==> src/rtl/updown_target_ctrl.sv <==
// updown_target_ctrl: steps an up/down counter toward a requested target (macro UPDOWN_SHORTEST_PATH_EN selects modular shortest-path direction)
module updown_target_ctrl #(
  parameter int W          = 2,
  parameter int SETTLE_CYC = 2,
  parameter int MAX_STEPS  = 7
) (
  input  logic         clk,
  input  logic         rst,
  input  logic         req_valid,
  output logic         req_ready,
  input  logic [W-1:0] req_target,
  input  logic [W-1:0] q_in,
  output logic         t,
  output logic         up,
  output logic         busy,
  output logic         done,
  output logic         err_timeout
);
  typedef enum logic [2:0] {IDLE, CHECK, PULSE, WAIT, DONE} state_t;
  state_t state_q, state_d;
  logic [W-1:0] tgt_q, tgt_d;
  logic [7:0] step_q, step_d;
  logic [3:0] settle_q, settle_d;
  logic t_d, up_q, up_d, busy_d, done_d, err_q, err_d;
  logic dir;
`ifdef UPDOWN_SHORTEST_PATH_EN
  logic [W-1:0] d_up, d_dn;
  assign d_up = tgt_q - q_in;
  assign d_dn = q_in - tgt_q;
  assign dir  = d_up <= d_dn;
`else
  assign dir = tgt_q > q_in;
`endif
  assign req_ready   = (state_q == IDLE) && !rst;
  assign up          = up_q;
  assign err_timeout = err_q;
  // next state, latched request data and registered output values
  always_comb begin
    state_d  = state_q;
    tgt_d    = tgt_q;
    step_d   = step_q;
    settle_d = settle_q;
    up_d     = up_q;
    err_d    = 1'b0;
    case (state_q)
      IDLE: if (req_valid && req_ready) begin
        tgt_d   = req_target;
        step_d  = '0;
        state_d = CHECK;
      end
      CHECK: if (q_in == tgt_q) state_d = DONE;
        else if (step_q == 8'(MAX_STEPS)) begin
          state_d = DONE;
          err_d   = 1'b1;
        end else begin
          up_d    = dir;
          state_d = PULSE;
        end
      PULSE: begin
        step_d   = step_q + 8'd1;
        settle_d = 4'(SETTLE_CYC);
        state_d  = WAIT;
      end
      WAIT: begin
        settle_d = settle_q - 4'd1;
        state_d  = settle_q == 4'd1 ? CHECK : WAIT;
      end
      default: state_d = IDLE;
    endcase
    t_d    = state_d == PULSE;
    busy_d = state_d inside {CHECK, PULSE, WAIT};
    done_d = state_d == DONE;
  end
  // state and output registers
  always_ff @(posedge clk) begin
    if (rst) begin
      state_q  <= IDLE;
      tgt_q    <= '0;
      step_q   <= '0;
      settle_q <= '0;
      t        <= 1'b0;
      up_q     <= 1'b0;
      busy     <= 1'b0;
      done     <= 1'b0;
      err_q    <= 1'b0;
    end else begin
      state_q  <= state_d;
      tgt_q    <= tgt_d;
      step_q   <= step_d;
      settle_q <= settle_d;
      t        <= t_d;
      up_q     <= up_d;
      busy     <= busy_d;
      done     <= done_d;
      err_q    <= err_d;
    end
  end
endmodule

==> config.mk <==
export PLATFORM = sky130hd
export DESIGN_NAME = updown_target_ctrl
export DESIGN_NICKNAME = d
export VERILOG_FILES = /design/src/rtl/updown_target_ctrl.sv
export SDC_FILE = /design/constraint.sdc
export NUM_CORES = 1
export LEC_CHECK = 0
export ABC_AREA = 1
export CAP_MARGIN = 20
export CORE_MARGIN = 2
export CORE_UTILIZATION = 45
export DETAILED_ROUTE_END_ITERATION = 6
export GPL_TIMING_DRIVEN = 0
export HOLD_SLACK_MARGIN = 0.02
export PLACE_DENSITY_LB_ADDON = 0.15
export RECOVER_POWER = 100
export REMOVE_ABC_BUFFERS = 1
export SLEW_MARGIN = 25
export SYNTH_ARGS = -nofsm -noshare
export SYNTH_HDL_FRONTEND = slang
export SYNTH_SLANG_ARGS = --single-unit
==> constraint.sdc <==
create_clock -name clk -period 1.35 [get_ports clk]
set_input_delay 0.27 -clock clk [delete_from_list [all_inputs] [get_ports clk]]
set_output_delay 0.27 -clock clk [all_outputs]
set_load 0.02 [all_outputs]
* Word level (Yosys, flattened, before mapping)
Index checks and enable logic that the tools add are counted.
** Operators by class
- Reductions and logical operators :: 11
- Muxes and demuxes :: 9
- Add/sub/neg operators :: 2
- Bitwise gates (word level) :: 3
- Eq/ne operators :: 11
- Order comparisons :: 1
** Operator list (count)
- 8-bit one-hot mux with 2 select lines :: 1
- 3-bit by 2-bit equality test with 1-bit output (second input constant) :: 4
- 3-bit one-hot mux with 4 select lines :: 1
- 3-bit 2-to-1 mux :: 3
- 8-bit by 1-bit adder with 8-bit output (second input constant) :: 1
- 8-bit by 3-bit equality test with 1-bit output (second input constant) :: 1
- 8-bit 2-to-1 mux :: 1
- 4-bit one-hot mux with 2 select lines :: 1
- 3-bit by 1-bit equality test with 1-bit output (second input constant) :: 2
- 4-bit by 1-bit equality test with 1-bit output (second input constant) :: 1
- 2-bit AND reduction :: 2
- 2-bit nonzero test :: 2
- 4-bit by 1-bit subtractor with 4-bit output (second input constant) :: 1
- 3-bit equality test (second input constant) :: 1
- 3-bit logical NOT :: 1
- 1-bit NOT :: 3
- 3-bit AND reduction :: 1
- 3-bit nonzero test :: 1
- 3-bit OR reduction :: 1
- 2-bit equality test :: 1
- 2-bit > comparator :: 1
- 1-bit logical AND :: 2
- 2-bit 2-to-1 mux :: 1
- 2-bit by 1-bit != test with 1-bit output (second input constant) :: 1
- 2 further kinds :: 2
** Storage, ports and cells
- Input port bits :: 7
- Output and inout port bits :: 6
- Register bits :: 22
- Word-level logic and storage cells :: 46

* Longest topological paths before layout
- Word-level depth :: 7
- Gate-level depth with buffers :: 8
- Mapped depth without buffers :: 8

* Worst setup path before layout
No wires, ideal clock.
- Path type :: register to register
- Start :: register step_q[0]
- End :: register busy
- Stages on the path, launching flop included :: 9
- Data arrival time :: 1.028 ns
- Data required time :: 1.241 ns
- Path buffers :: 0
- Path slack :: 0.213 ns
- Library setup time :: 0.109 ns
- Clock period less this slack :: 1.137 ns
- Path through :: dfxtp_1 -> ha_1 -> nand2_1 -> nor2_1 -> nand2_2 -> nand3_2 -> nand3_1 -> nand2_1 -> inv_1
** Between the ends
- Longest elaborated chain between the ends :: 6
- Elaborated cells between the ends (all ways) :: 8
- Classes of those cells :: eq/ne: 4; mux: 3; reduce/logical: 1
** Ends and longest elaborated chain
- start, declared :: line 22 : logic [7:0] step_q, step_d;
- start signal, assigned :: line 89 : step_q <= step_d;
- 8-bit by 3-bit equality test with 1-bit output * :: line 52 : else if (step_q == 8'(MAX_STEPS)) begin
- 3-bit 2-to-1 mux * :: line 52
- 3-bit 2-to-1 mux * :: line 51 : CHECK: if (q_in == tgt_q) state_d = DONE;
- 3-bit one-hot mux with 4 select lines * :: line 45 : case (state_q)
- 3-bit by 1-bit equality test with 1-bit output or 3-bit by 2-bit equality test with 1-bit output (tied branches) :: line 71 : busy_d = state_d inside {CHECK, PULSE, WAIT};
- 3-bit nonzero test * :: line 71
- end signal, assigned :: line 93 : busy <= busy_d;
- end, declared :: line 15 : output logic busy,
Every way passes the cells marked *; elsewhere a longest branch is shown, timed or not.
A chain may end at the register's enable or synchronous reset.

* Worst setup path after layout
- Start :: register state_q[0]
- End :: output port req_ready
** Between the ends
- Longest elaborated chain between the ends :: 2
** Ends and longest elaborated chain
- start, declared :: line 20 : state_t state_q, state_d;
- start signal, assigned :: line 87 : state_q <= state_d;
- 3-bit logical NOT :: line 34 : assign req_ready = (state_q == IDLE) && !rst;
- 1-bit logical AND :: line 34
- end, declared :: line 10 : output logic req_ready,
No other way between the ends.

==> impl_metrics.env <==
export IMPL_timing_critical_path_slowest_stage_cell="sky130_fd_sc_hd__dfxtp_2"
export IMPL_startpoint_type="flip-flop"
export IMPL_htree_levels=1
export IMPL_setup_violations_final=0
export IMPL_cts_inserted_buffers=3
export IMPL_critical_path_cell_chain="nor2_4, nand2_1, inv_1, buf_6"
export IMPL_tritoncts="yes"
export IMPL_grt_max_degree=14
export IMPL_synth_cell_area_um2=1080
export IMPL_die_area_um2=2820
export IMPL_placed_cell_area_um2=1220
export IMPL_cp_slowest_stage_delay_ns=0.36
export IMPL_synth_seq_cells=22
export IMPL_fmax_ghz=0.760
export IMPL_wirelength_um=1960
export IMPL_finalSetupTns_ns=0
export IMPL_synthToLayoutAreaGrowth_pct=20.3
export IMPL_worstSetupPathType="flip-flop to output pin"
export IMPL_avgViaCountPerCell=4.87
export IMPL_iter_0_drt_violations=12
export IMPL_critical_path_max_fanout=3
export IMPL_routabilityCongestion=0.801
export IMPL_dpl_hpwl_um=1530
export IMPL_synth_top_cell_area_share_pct=40.6
export IMPL_power_leakage_uw=0.000539
export IMPL_row_count=17
export IMPL_crit_arrival_ns=1.05
export IMPL_layout_drive_gt1_share_pct=18.2
export IMPL_finalCritPeriodShare_pct=97.4
export IMPL_postCtsHoldBufs=0
export IMPL_gr_usage_all_layers_pct=17.3
export IMPL_fin_crit_ns=1.32
export IMPL_run_status="completed"
export IMPL_num_antenna_cells=0
export IMPL_vias=911
export IMPL_design_portCount=13
export IMPL_synth_area_top_cells="sky130_fd_sc_hd__dfxtp_1 (41%), sky130_fd_sc_hd__nand2_1 (10%), sky130_fd_sc_hd__a21oi_1 (6.9%)"
export IMPL_clock_latency_at_the_later_pin_of_the_worst_skew_pair_ns=0.30
export IMPL_synth_top_area_cell="sky130_fd_sc_hd__dfxtp_1"
export IMPL_floorplan_initialDensity_pct=48.1
export IMPL_dpl_worst_slack_ns=-0.711
export IMPL_yosys_warnings=0
export IMPL_ys_flop_type="sky130_fd_sc_hd__dfxtp_1"
export IMPL_drcViolationCount=0
export IMPL_min_path_type="primary input to flip-flop"
export IMPL_die_w_um=53.1
export IMPL_clock_sink_count=22
export IMPL_firstDrtPassIters=4
export IMPL_die_height_um=53.1
export IMPL_final_max_slew_violation_count=0
export IMPL_yosys_cell_types_count=26
export IMPL_yosysMostFrequentCell="sky130_fd_sc_hd__nand2_1"
export IMPL_setup_worst_path_end_class="output pin"
export IMPL_max_cap_viol_count=0
export IMPL_asyncSetResetFlopFracSynth_pct=0
export IMPL_ant_nets=0
export IMPL_coreArea_um2=2250
export IMPL_cp_data_required_time_ns=1.08
export IMPL_global_route_overflow_total=0
export IMPL_gate_count_post_synth=143
export IMPL_measured_slew_at_the_worst_slew_check_pin_ns=0.380
export IMPL_num_nets_final=172
export IMPL_finish_instance_area_um2=1310
export IMPL_port_buffers=12
export IMPL_clock_tree_root_cell="sky130_fd_sc_hd__clkbuf_4"
export IMPL_antenna_found_initial=0
export IMPL_cts_max_path_buffers=2
export IMPL_hold_viol_final=0
export IMPL_vdd_drop_max_v=0.000826
export IMPL_grt_first_pass_wirelength_um=3560
export IMPL_max_slew_margin_pct=74.6
export IMPL_syn_avg_cell_area_um2=7.59
export IMPL_yosysSeqAreaShare_pct=40.6
export IMPL_synth_enable_flop_cells=0
export IMPL_first_global_vias=878
export IMPL_timing_clock_skew_ns=0.00408
export IMPL_setup_ws_ns=0.0347
export IMPL_netlist_top_cells_count="sky130_fd_sc_hd__nand2_1 (29), sky130_fd_sc_hd__dfxtp_1 (22), sky130_fd_sc_hd__inv_1 (18), sky130_fd_sc_hd__a21oi_1 (15)"
export IMPL_clk_transition_reported_paths_ns=0.12
export IMPL_route_detailed_wl_per_inst_um=10.5
export IMPL_power_density_nw_per_um2=1110
export IMPL_dp_cells=181
export IMPL_final_instance_count_excl_fill=187
export IMPL_unrepaired_setup_endpoints_after_global_routing="yes"
final cells by class:
cell class,count,area (um2)
Fill cell,237,950
Sequential cell,22,445
Inverter,22,88.8
Timing Repair Buffer,14,129
Clock inverter,1,30.0
Clock buffer,3,22.5
Tap cell,28,35.0
Multi-Input combinational cell,97,554
state kept, by name, indices dropped and copies added (netlist names):
| signal | count |
|---|---|
| busy | 1 |
| t | 1 |
| settle_q | 4 |
| done | 1 |
| state_q | 3 |
| err_timeout | 1 |
| step_q | 8 |
| tgt_q | 2 |
| up | 1 |
kinds of logic after synthesis:
logic type	after synthesis	share of synthesized area, %
and+or+nand+nor	61	28.7
AOI/OAI and AO/OA	30	14.4
buffers and inverters	24	9.69
DFF	22	40.6
adders and majority gates	5	5.77
xor gates and xnor gates	1	0.808
metrics by stage:
| stage | total power [uW] | util, % | hold slack, ns |
|---|---|---|---|
| finish | 1450 | 57.9 | 0.480 |
| global route | 1540 | 57.9 | 0.477 |
| CTS | 1450 | 56.4 | 0.449 |
| detailed placement | 966 | 54.3 | 0.468 |
| global placement | 958 | 54.3 | 0.443 |
| floorplan | 881 | - | 0.339 |
cell usage in the layout (no fill, tap or decap), drive strengths merged:
| cell | instances |
|---|---|
| nor2 | 16 |
| clkbuf | 3 |
| dlygate4sd2 | 6 |
| clkinv | 2 |
| dfxtp | 22 |
| nand4 | 1 |
| ha | 5 |
| bufinv | 1 |
| clkdlybuf4s50 | 5 |
| nor3 | 1 |
| xor2 | 1 |
| o21bai | 1 |
| nand3 | 9 |
| nand2 | 33 |
| nor3b | 1 |
| o21ai | 13 |
| a21oi | 16 |
| inv | 20 |
| buf | 3 |
final timing paths:
kind	from	end	slack [ns]	cells past startpoint
worst max-delay path	state_q[0]	req_ready	0.03	4
worst min-delay path	rst	t	0.48	2
worst max register to register	state_q[2]	busy	0.12	8
worst min register to register	step_q[1]	step_q[1]	0.48	2
metal layers:
metal / global-route usage, % / part of all wire [%]
met2: 31.3 / 53
met3: 5.08 / 2.9
met1: 19.8 / 43
met4: 3.85 / 0.71
met5: 0 / 0
critical path: cells and delay by family, from the launching register on:
family / cells / cell delay [ns]
flops: 1 / 0.36
buf+inv: 2 / 0.17
simple gates: 2 / 0.21
where the power goes:
group          total (uW)  switching [uW]  internal, uW
Clock                 490             190           300
Combinational         258             152           106
Sequential            705            22.6           683
Total                1450             365          1090
repair_timing:
| action | CTS | global route |
|---|---|---|
| endpoints found under the setup margin | 6 | 4 |
| setup buffers | 0 | 2 |
| pin swaps | 1 | 1 |
| gates resized for setup | 10 | 9 |
Power figures use the tool's default switching activity.
